===== src/rtl/mem_port_arbiter.sv =====
// mem_port_arbiter
//   Connects an instruction requester and a data requester to one shared memory
//   port. Only one transaction is in flight at a time. The accepted request goes
//   to memory as a registered single-cycle pulse. The memory response is passed
//   back to whichever side was granted. If memory does not answer within TIMEOUT
//   cycles, a sticky error is raised and the owner receives 32'hDEAD_BEEF.
//
// Build option:
//   MEM_ARB_ROUND_ROBIN_EN : when defined, simultaneous requests alternate between
//                            the two sides. When undefined, data has fixed priority.
//
// Ports:
//   clk          clock, rising edge
//   reset        asynchronous active-low reset
//   inst_req     instruction-side request     inst_req_ack  accept pulse
//   inst_rsp     instruction-side response
//   data_req     data-side request            data_req_ack  accept pulse
//   data_rsp     data-side response
//   mem_req      request to shared memory     mem_rsp       response from memory
//   busy         transaction outstanding
//   timeout_err  sticky response-timeout flag
//
// States:
//   state    | meaning
//   IDLE     | no transaction; arbitrate and ack
//   ISSUE    | drive latched request to memory for one cycle
//   WAIT_RSP | wait for mem_rsp or timeout

package mem_port_arbiter_pkg;
    typedef struct packed {
        logic        valid;
        logic [31:0] addr;
        logic [3:0]  do_write;
        logic [31:0] data;
    } memory_io_req;

    typedef struct packed {
        logic        valid;
        logic [31:0] data;
    } memory_io_rsp;
endpackage

module mem_port_arbiter
    import mem_port_arbiter_pkg::*;
#(
    parameter int TIMEOUT = 64
) (
    input  logic         clk,
    input  logic         reset,
    input  memory_io_req inst_req,
    output logic         inst_req_ack,
    output memory_io_rsp inst_rsp,
    input  memory_io_req data_req,
    output logic         data_req_ack,
    output memory_io_rsp data_rsp,
    output memory_io_req mem_req,
    input  memory_io_rsp mem_rsp,
    output logic         busy,
    output logic         timeout_err
);

    localparam int CW = $clog2(TIMEOUT + 1);

    typedef enum logic [1:0] {IDLE, ISSUE, WAIT_RSP} state_t;

    state_t      state, state_nxt;
    logic [CW-1:0] cnt;
    logic        owner_data;
    logic [31:0] addr_q;
    logic [3:0]  we_q;
    logic [31:0] data_q;
    logic        err_q;
    logic        grant_any;
    logic        grant_data;
    logic        fire;
    logic        rsp_now;
    logic [31:0] rsp_data;

`ifdef MEM_ARB_ROUND_ROBIN_EN
    logic pref_inst;

    // On a tie, inst wins only when it is inst's turn.
    assign grant_data = data_req.valid & (~inst_req.valid | ~pref_inst);

    always_ff @(posedge clk or negedge reset) begin
        if (!reset)
            pref_inst <= 1'b1;
        else if (state == IDLE && grant_any)
            pref_inst <= grant_data;
    end
`else
    assign grant_data = data_req.valid;
`endif

    assign grant_any = inst_req.valid | data_req.valid;

    // cnt counts WAIT_RSP cycles already spent. The TIMEOUT-th waiting cycle is
    // the terminal one. A real response in that same cycle takes priority.
    assign fire    = (state == WAIT_RSP) && !mem_rsp.valid && (cnt == CW'(TIMEOUT - 1));
    assign rsp_now = (state == WAIT_RSP) && (mem_rsp.valid || fire);
    assign rsp_data = mem_rsp.valid ? mem_rsp.data : 32'hDEAD_BEEF;

    always_ff @(posedge clk or negedge reset) begin
        if (!reset)
            state <= IDLE;
        else
            state <= state_nxt;
    end

    always_comb begin
        state_nxt    = state;
        inst_req_ack = 1'b0;
        data_req_ack = 1'b0;
        mem_req      = '0;
        unique case (state)
            IDLE: begin
                if (grant_any) begin
                    data_req_ack = grant_data;
                    inst_req_ack = ~grant_data;
                    state_nxt    = ISSUE;
                end
            end
            ISSUE: begin
                mem_req.valid    = 1'b1;
                mem_req.addr     = addr_q;
                mem_req.do_write = we_q;
                mem_req.data     = data_q;
                state_nxt        = WAIT_RSP;
            end
            WAIT_RSP: begin
                if (rsp_now)
                    state_nxt = IDLE;
            end
            default: state_nxt = IDLE;
        endcase
    end

    always_comb begin
        inst_rsp = '0;
        data_rsp = '0;
        if (rsp_now) begin
            if (owner_data) begin
                data_rsp.valid = 1'b1;
                data_rsp.data  = rsp_data;
            end else begin
                inst_rsp.valid = 1'b1;
                inst_rsp.data  = rsp_data;
            end
        end
    end

    always_ff @(posedge clk or negedge reset) begin
        if (!reset) begin
            owner_data <= 1'b1;
            addr_q     <= '0;
            we_q       <= '0;
            data_q     <= '0;
        end else if (state == IDLE && grant_any) begin
            owner_data <= grant_data;
            addr_q     <= grant_data ? data_req.addr     : inst_req.addr;
            we_q       <= grant_data ? data_req.do_write : inst_req.do_write;
            data_q     <= grant_data ? data_req.data     : inst_req.data;
        end
    end

    always_ff @(posedge clk or negedge reset) begin
        if (!reset) begin
            cnt   <= '0;
            err_q <= 1'b0;
        end else begin
            if (state == ISSUE)
                cnt <= '0;
            else if (state == WAIT_RSP && cnt != CW'(TIMEOUT))
                cnt <= cnt + 1'b1;
            if (fire)
                err_q <= 1'b1;
        end
    end

    assign busy = (state != IDLE);
    // The flag rises during the terminal cycle itself, alongside the DEAD_BEEF response.
    assign timeout_err = err_q | fire;

endmodule


===== config.mk =====
export PLATFORM = sky130hd
export DESIGN_NAME = mem_port_arbiter
export DESIGN_NICKNAME = d
export VERILOG_FILES = /design/src/rtl/mem_port_arbiter.sv
export SDC_FILE = /design/constraint.sdc
export NUM_CORES = 1
export LEC_CHECK = 0
export BUFFER_PORTS_ARGS = -buffer_cell sky130_fd_sc_hd__buf_2
export CAP_MARGIN = 20
export CELL_PAD_IN_SITES_DETAIL_PLACEMENT = 0
export CELL_PAD_IN_SITES_GLOBAL_PLACEMENT = 1
export CORE_AREA = 2 2 131 133
export DETAILED_ROUTE_END_ITERATION = 10
export DIE_AREA = 0 0 133 135
export PLACE_DENSITY_LB_ADDON = 0.1
export SLEW_MARGIN = 25
export SYNTH_ARGS = -nofsm -noshare
export SYNTH_HDL_FRONTEND = slang
export SYNTH_SLANG_ARGS = --single-unit

===== constraint.sdc =====
create_clock -name clk -period 2.3 [get_ports clk]
set_input_delay 0.23 -clock clk [delete_from_list [all_inputs] [get_ports clk]]
set_output_delay 0.23 -clock clk [all_outputs]
set_load 0.01 [all_outputs]

==> results of run 1 <==
## per-stage QoR
stage	utilization	setup slack [ns]	hold slack, ns
finish	0.439	0.0634	0.222
global route	0.439	0.000836	0.247
CTS	0.436	0.00518	0.210
detailed placement	0.414	0.122	0.225
global placement	0.414	0.167	0.221
floorplan	-	0.361	-0.0656
## critical path, stage by stage, from the launching register on
cell	delay, ns
dfrtp_1	0.40
ha_4	0.18
nand3_4	0.13
or4_4	0.60
a21oi_1	0.20
buf_2	0.16
## area by class of cell
type	instances	area, um^2	share of cell area
Antenna cell	1	2.50	0.000347
Clock buffer	14	264	0.0367
Clock inverter	2	38.8	0.00539
Inverter	5	18.8	0.00261
Multi-Input combinational cell	356	2880	0.400
Sequential cell	79	1980	0.275
Tap cell	220	275	0.0382
Timing Repair Buffer	330	1740	0.242
## logic make-up after synthesis
logic type                 Yosys count  share of synthesized area
AOI/OAI and AO/OA                   66                     0.0745
buffers and inverters               50                     0.0534
and+or+nand+nor                    147                      0.170
muxes                              136                      0.304
DFF                                 79                      0.393
adders and majority gates            2                    0.00497
## what timing repair did
action                                  4_1_cts  5_1_grt
gates cloned                                  3        2
endpoints found under the setup margin       49       56
hold buffers                                  1        0
buffers inserted                              1        0
resized for setup                             4        7
hold endpoints to repair                     34        0
pin swaps                                     2        4
## flip-flops by register name, summed over array words and instances (netlist names)
name and flops:
addr_q 32, cnt 7, data_q 32, err_q 1, owner_data 1, state 2
we_q 4
## placed cells by master, fill, tap and decap left out, drive strengths merged, types with 2 or more instances in the layout
master	instances
nand4	6
buf	329
a21oi	50
nand3	2
and2	72
o311ai	3
inv	5
clkbuf	14
nand3b	2
o211ai	2
o21bai	2
dfrtp	78
or3	2
o21ai	4
nor2b	6
and3	16
or4	6
ha	2
mux2	136
nand2	32
nand2b	2
nor2	3
## routing by layer
metal  share of wire  vias to the layer above
li1                -                     2293
met1            0.38                     2259
met2            0.52                      218
met3           0.078                       26
met4           0.023                        0
met5               0                        -
## path summary, 6_finish.rpt
check,slack [ns],depth (start not counted),end
setup / recovery,0.06,5,inst_rsp[28]
hold / removal,0.22,3,owner_data
setup reg to reg,0.45,4,data_q[17]
hold reg to reg,0.47,1,err_q
max in group asynchronous,1.24,3,owner_data
min in group asynchronous,0.38,2,addr_q[6]
## where the power goes
part           switching (uW)  internal (uW)  total (uW)
clock network             555            904        1460
registers                 329           2070        2400
logic                    1670           1790        3470
==> summary.txt, run 1 <==
Status
  – Status: finished, final reports clean

Critical path
  – Crit start category: flop
  – Crit end category: output port
  – Data required, critical path: around 2.1 ns
  – R2R Path Start: state[0]
  – Worst-path maximum fanout: 8
  – CP startpoint: cnt[0]
  – WP data arrival: 2.01 ns
  – Setup CP Type: flop to output port

Placed design
  – Port Buf Inserts: around 310
  – GP Congestion: between 0.9 and 1
  – Placed cell area: roughly 6800 um^2
  – Placed cell count: approximately 980
  – Detailed Place HPWL: 12100 um

Synthesis
  – Number of synthesis warnings: 0
  – Sequential fraction of the synthesis area: 0.393
  – Mapped Area: ~5000 um^2
  – Predominant post-synthesis flop cell: dfrtp_1
  – EDFF count, synth: 0
  – Top post-synthesis cells by area: dfrtp_1, mux2_2, and2_1
  – Synth top cells by count: mux2_2, dfrtp_1, and2_1, a21oi_1, nand2_1
  – Syn avg cell area: 10.5 um^2
  – Unique masters post-synth: 35
  – Leading area contributor after synthesis: dfrtp_1
  – Yosys top cell area share: 0.388
  – Number of synthesized register bits: 79
  – Syn Inst Count: 480
  – Synthesized net count: between 600 and 700
  – Fraction of registers with async set/reset: 1.00
  – Count leader, synth: mux2_2

Timing
  – Post-layout min period: ~2.2 ns
  – Max-slew headroom: 0.681
  – Tcrit/Tclk final: 0.972
  – Clock Skew: roughly 0.0050 ns
  – Max-slew violations: 0
  – Final Hold Vio Count: 0
  – Worst Max-Slew Pin Slew: between 0.4 and 0.5 ns
  – Max Freq: approximately 450 MHz
  – Finish-stage setup viols: 0
  – TNS Setup: 0 ns
  – RSZ-0062 raised after global routing: no

Global route
  – Most used routing layer in global routing: met2
  – Initial antenna violation count: 1
  – First-pass GRT wire length: roughly 26000 um
  – GRT Overall Usage: 0.180
  – Vias in the first global route: between 4000 and 5000
  – Grt met3 use: 0.0450
  – Largest net degree at the start of global routing: 47
  – Met1 Use GR: 0.198
  – Total congestion overflow: 0
  – Met2 Resource Use GR: 0.334

Floorplanning
  – I/O pin count: about 310
  – Core ar.: approximately 16000 um^2
  – Chip width: ~130 um
  – Die height: about 140 um
  – Starting Density: 0.307
  – Row count: between 40 and 50
  – Full die area: around 18000 um^2

Cells and area
  – Fill cells: between 1500 and 2000
  – Non-filler instance count after layout: around 1000
  – Area Overhead vs Synth: 43.0%
  – Post-route cell area: ~7000 um^2
  – Final nets: between 900 and 1000
  – Layout cells sized above 1: 0.631

Power and ir drop
  – VDD IR-drop max: around 470 uV
  – Overall Power: roughly 7300 uW
  – Pwr Density: roughly 1000 nW/um^2
  – Leak pwr: ~0.0037 uW

Route
  – Vias per cell: about 4.8
  – WL final: between 15000 and 20000 um
  – ANT nets after route: 0
  – Drc violations: 0
  – Routed len/inst: roughly 16 um
  – First drt pass iteration count: 5
  – Vias post-DR: around 4800
  – DRT iter0 DRCs: 147

Clock network
  – Num CTS Buffers: 9
  – Clock-pin slew on the worst setup and hold paths: about 0.05 ns
  – Clock root cell: clkbuf_16
  – Clock sink count: between 70 and 80
  – Htree depth: 3
  – Max Buffers Root-to-Sink: 2
  – Worst-skew pair later-pin latency: approximately 0.34 ns
  – CTS tree: built

Hold path
  – Hold/Removal Path Class: input pin to flop
  – Min-delay src: inst_req[68]

Job
  – Max-cap violations: 0
(Power assumes the default switching activity.)
==> inputs of run 2 (changes only) <==
Settings changed: RECOVER_POWER set to 25.
==> summary.txt, run 2 (synthesis gave the netlist of run 1 again) <==
Global route
  – First-pass GRT wire length: between 20000 and 30000 um
  – Vias in the first global route: 4987
  – Initial antenna violation count: 1
  – Largest net degree at the start of global routing: 47
  – GRT Overall Usage: 0.180
  – Total congestion overflow: 0

Timing
  – Max Freq: 444 MHz
  – Max-slew headroom: 0.403
  – Max-slew violations: 0
  – RSZ-0062 raised after global routing: no
  – Clock Skew: 0.00327 ns
  – Tcrit/Tclk final: 0.978
  – Worst Max-Slew Pin Slew: approximately 0.90 ns
  – Post-layout min period: ~2.3 ns
  – Finish-stage setup viols: 0
  – Final Hold Vio Count: 0
  – TNS Setup: 0 ns

Critical path
  – CP max-delay cell: or4_4
  – Crit end category: output port
  – Crit start category: flop
  – Crit path cell chain: ha_4 -> nand3_4 -> or4_4 -> a21oi_1 -> buf_2
  – Data required, critical path: between 2 and 2.5 ns
  – Worst path bufs/invs: 1
  – Reg2Reg Depth: 4
  – Crit path max-delay family: simple AND/OR/NAND/NOR gates
  – Setup CP Type: flop to output port
  – Stages on the worst setup path: 5
  – WP data arrival: 2.02 ns
  – Worst-path maximum fanout: 8
  – Max incr delay on CP: ~0.60 ns

Clock network
  – Htree depth: 3
  – Num CTS Buffers: 9
  – CTS tree: built
  – Clock-pin slew on the worst setup and hold paths: ~0.050 ns
  – Clock sink count: between 70 and 80
  – Clock root cell: clkbuf_16
  – Worst-skew pair later-pin latency: approximately 0.33 ns
  – Max Buffers Root-to-Sink: 2

Floorplanning
  – Chip width: about 130 um
  – Full die area: 18000 um^2
  – Row count: 47
  – I/O pin count: roughly 310
  – Core ar.: roughly 16000 um^2
  – Die height: roughly 140 um
  – Starting Density: 0.307

Power and ir drop
  – Pwr Density: 1020 nW/um^2
  – Leak pwr: between 0.003 and 0.004 uW
  – VDD IR-drop max: roughly 470 uV

Route
  – Vias per cell: roughly 4.8
  – First drt pass iteration count: 5
  – Routed len/inst: 16.4 um
  – ANT nets after route: 0
  – DRT iter0 DRCs: about 130
  – Vias post-DR: ~4800
  – Drc violations: 0
  – WL final: 16500 um

Status
  – Status: finished, final reports clean

Cells and area
  – Util after Layout: 0.438
  – Biggest regs: addr_q: 32 flops, data_q: 32 flops, cnt: 7 flops
  – Most frequent cells in the layout: buf_2, mux2_2, dfrtp_1, and2_1, a21oi_1
  – Layout cells sized above 1: 0.631
  – Leading cell type in the layout, fill and taps excluded: buf_2
  – Final nets: between 900 and 1000
  – Area Overhead vs Synth: 42.7%

Job
  – Max-cap violations: 0

Placed design
  – Detailed Place HPWL: between 10000 and 15000 um
  – Port Buf Inserts: just over 300
  – GP Congestion: 0.925

Hold path
  – Hold depth: 3
  – Hold/Removal Path Class: input pin to flop
## run 2: through the flow
| stage | hold slack [ns] | cells | cell area (um^2) | setup WS (ns) | total power (uW) |
|---|---|---|---|---|---|
| floorplan | -0.0656 | 480 | 5040 | 0.361 | 4590 |
| global placement | 0.221 | 983 | 6800 | 0.167 | 5860 |
| detailed placement | 0.225 | 983 | 6800 | 0.122 | 5930 |
| CTS | 0.210 | 1004 | 7160 | 0.00518 | 7450 |
| global route | 0.247 | 1007 | 7190 | 0.000836 | 7870 |
| finish | 0.222 | 1007 | 7190 | 0.0500 | 7320 |
## run 2: worst paths after layout
path / startpoint / end / slack (ns)
worst max-delay path: cnt[0] / inst_rsp[28] / 0.05
worst min-delay path: inst_req[68] / owner_data / 0.22
worst max register to register: state[0] / data_q[17] / 0.45
worst min register to register: err_q / err_q / 0.47
max in group asynchronous: reset / cnt[2] / 0.46
min in group asynchronous: reset / addr_q[6] / 0.54
## run 2: layout make-up
cell class / instances / area, um^2
antenna: 1 / 2.50
clock buffer: 14 / 264
clock inverter: 2 / 38.8
fill: 1657 / 9220
inverter: 5 / 18.8
multi-input combinational: 356 / 2880
sequential: 79 / 1980
tap: 220 / 275
timing repair buffer: 330 / 1730
## run 2: tightest hold or removal path: stages
cell,delay [ns]
buf_2,0.11
nand2_1,0.07
a21o_1,0.11
## run 2: metal layers
metal	vias up	track usage	share of wire
met1	2284	0.198	0.38
met3	28	0.0450	0.078
li1	2293	-	-
met4	0	0.0651	0.024
met2	228	0.334	0.52
met5	-	0	0
## run 2: timing repair
action                                  CTS  global route
hold buffers                              1             0
pin swaps                                 2             4
hold endpoints to repair                 34             0
endpoints found under the setup margin   49            56
buffers inserted                          1             0
resized for setup                         4             7
cloned                                    3             2
## run 2: power by group
| part | switching [uW] | internal [uW] |
|---|---|---|
| combinational | 1680 | 1790 |
| sequential | 329 | 2070 |
| clock | 553 | 904 |
| total | 2560 | 4760 |
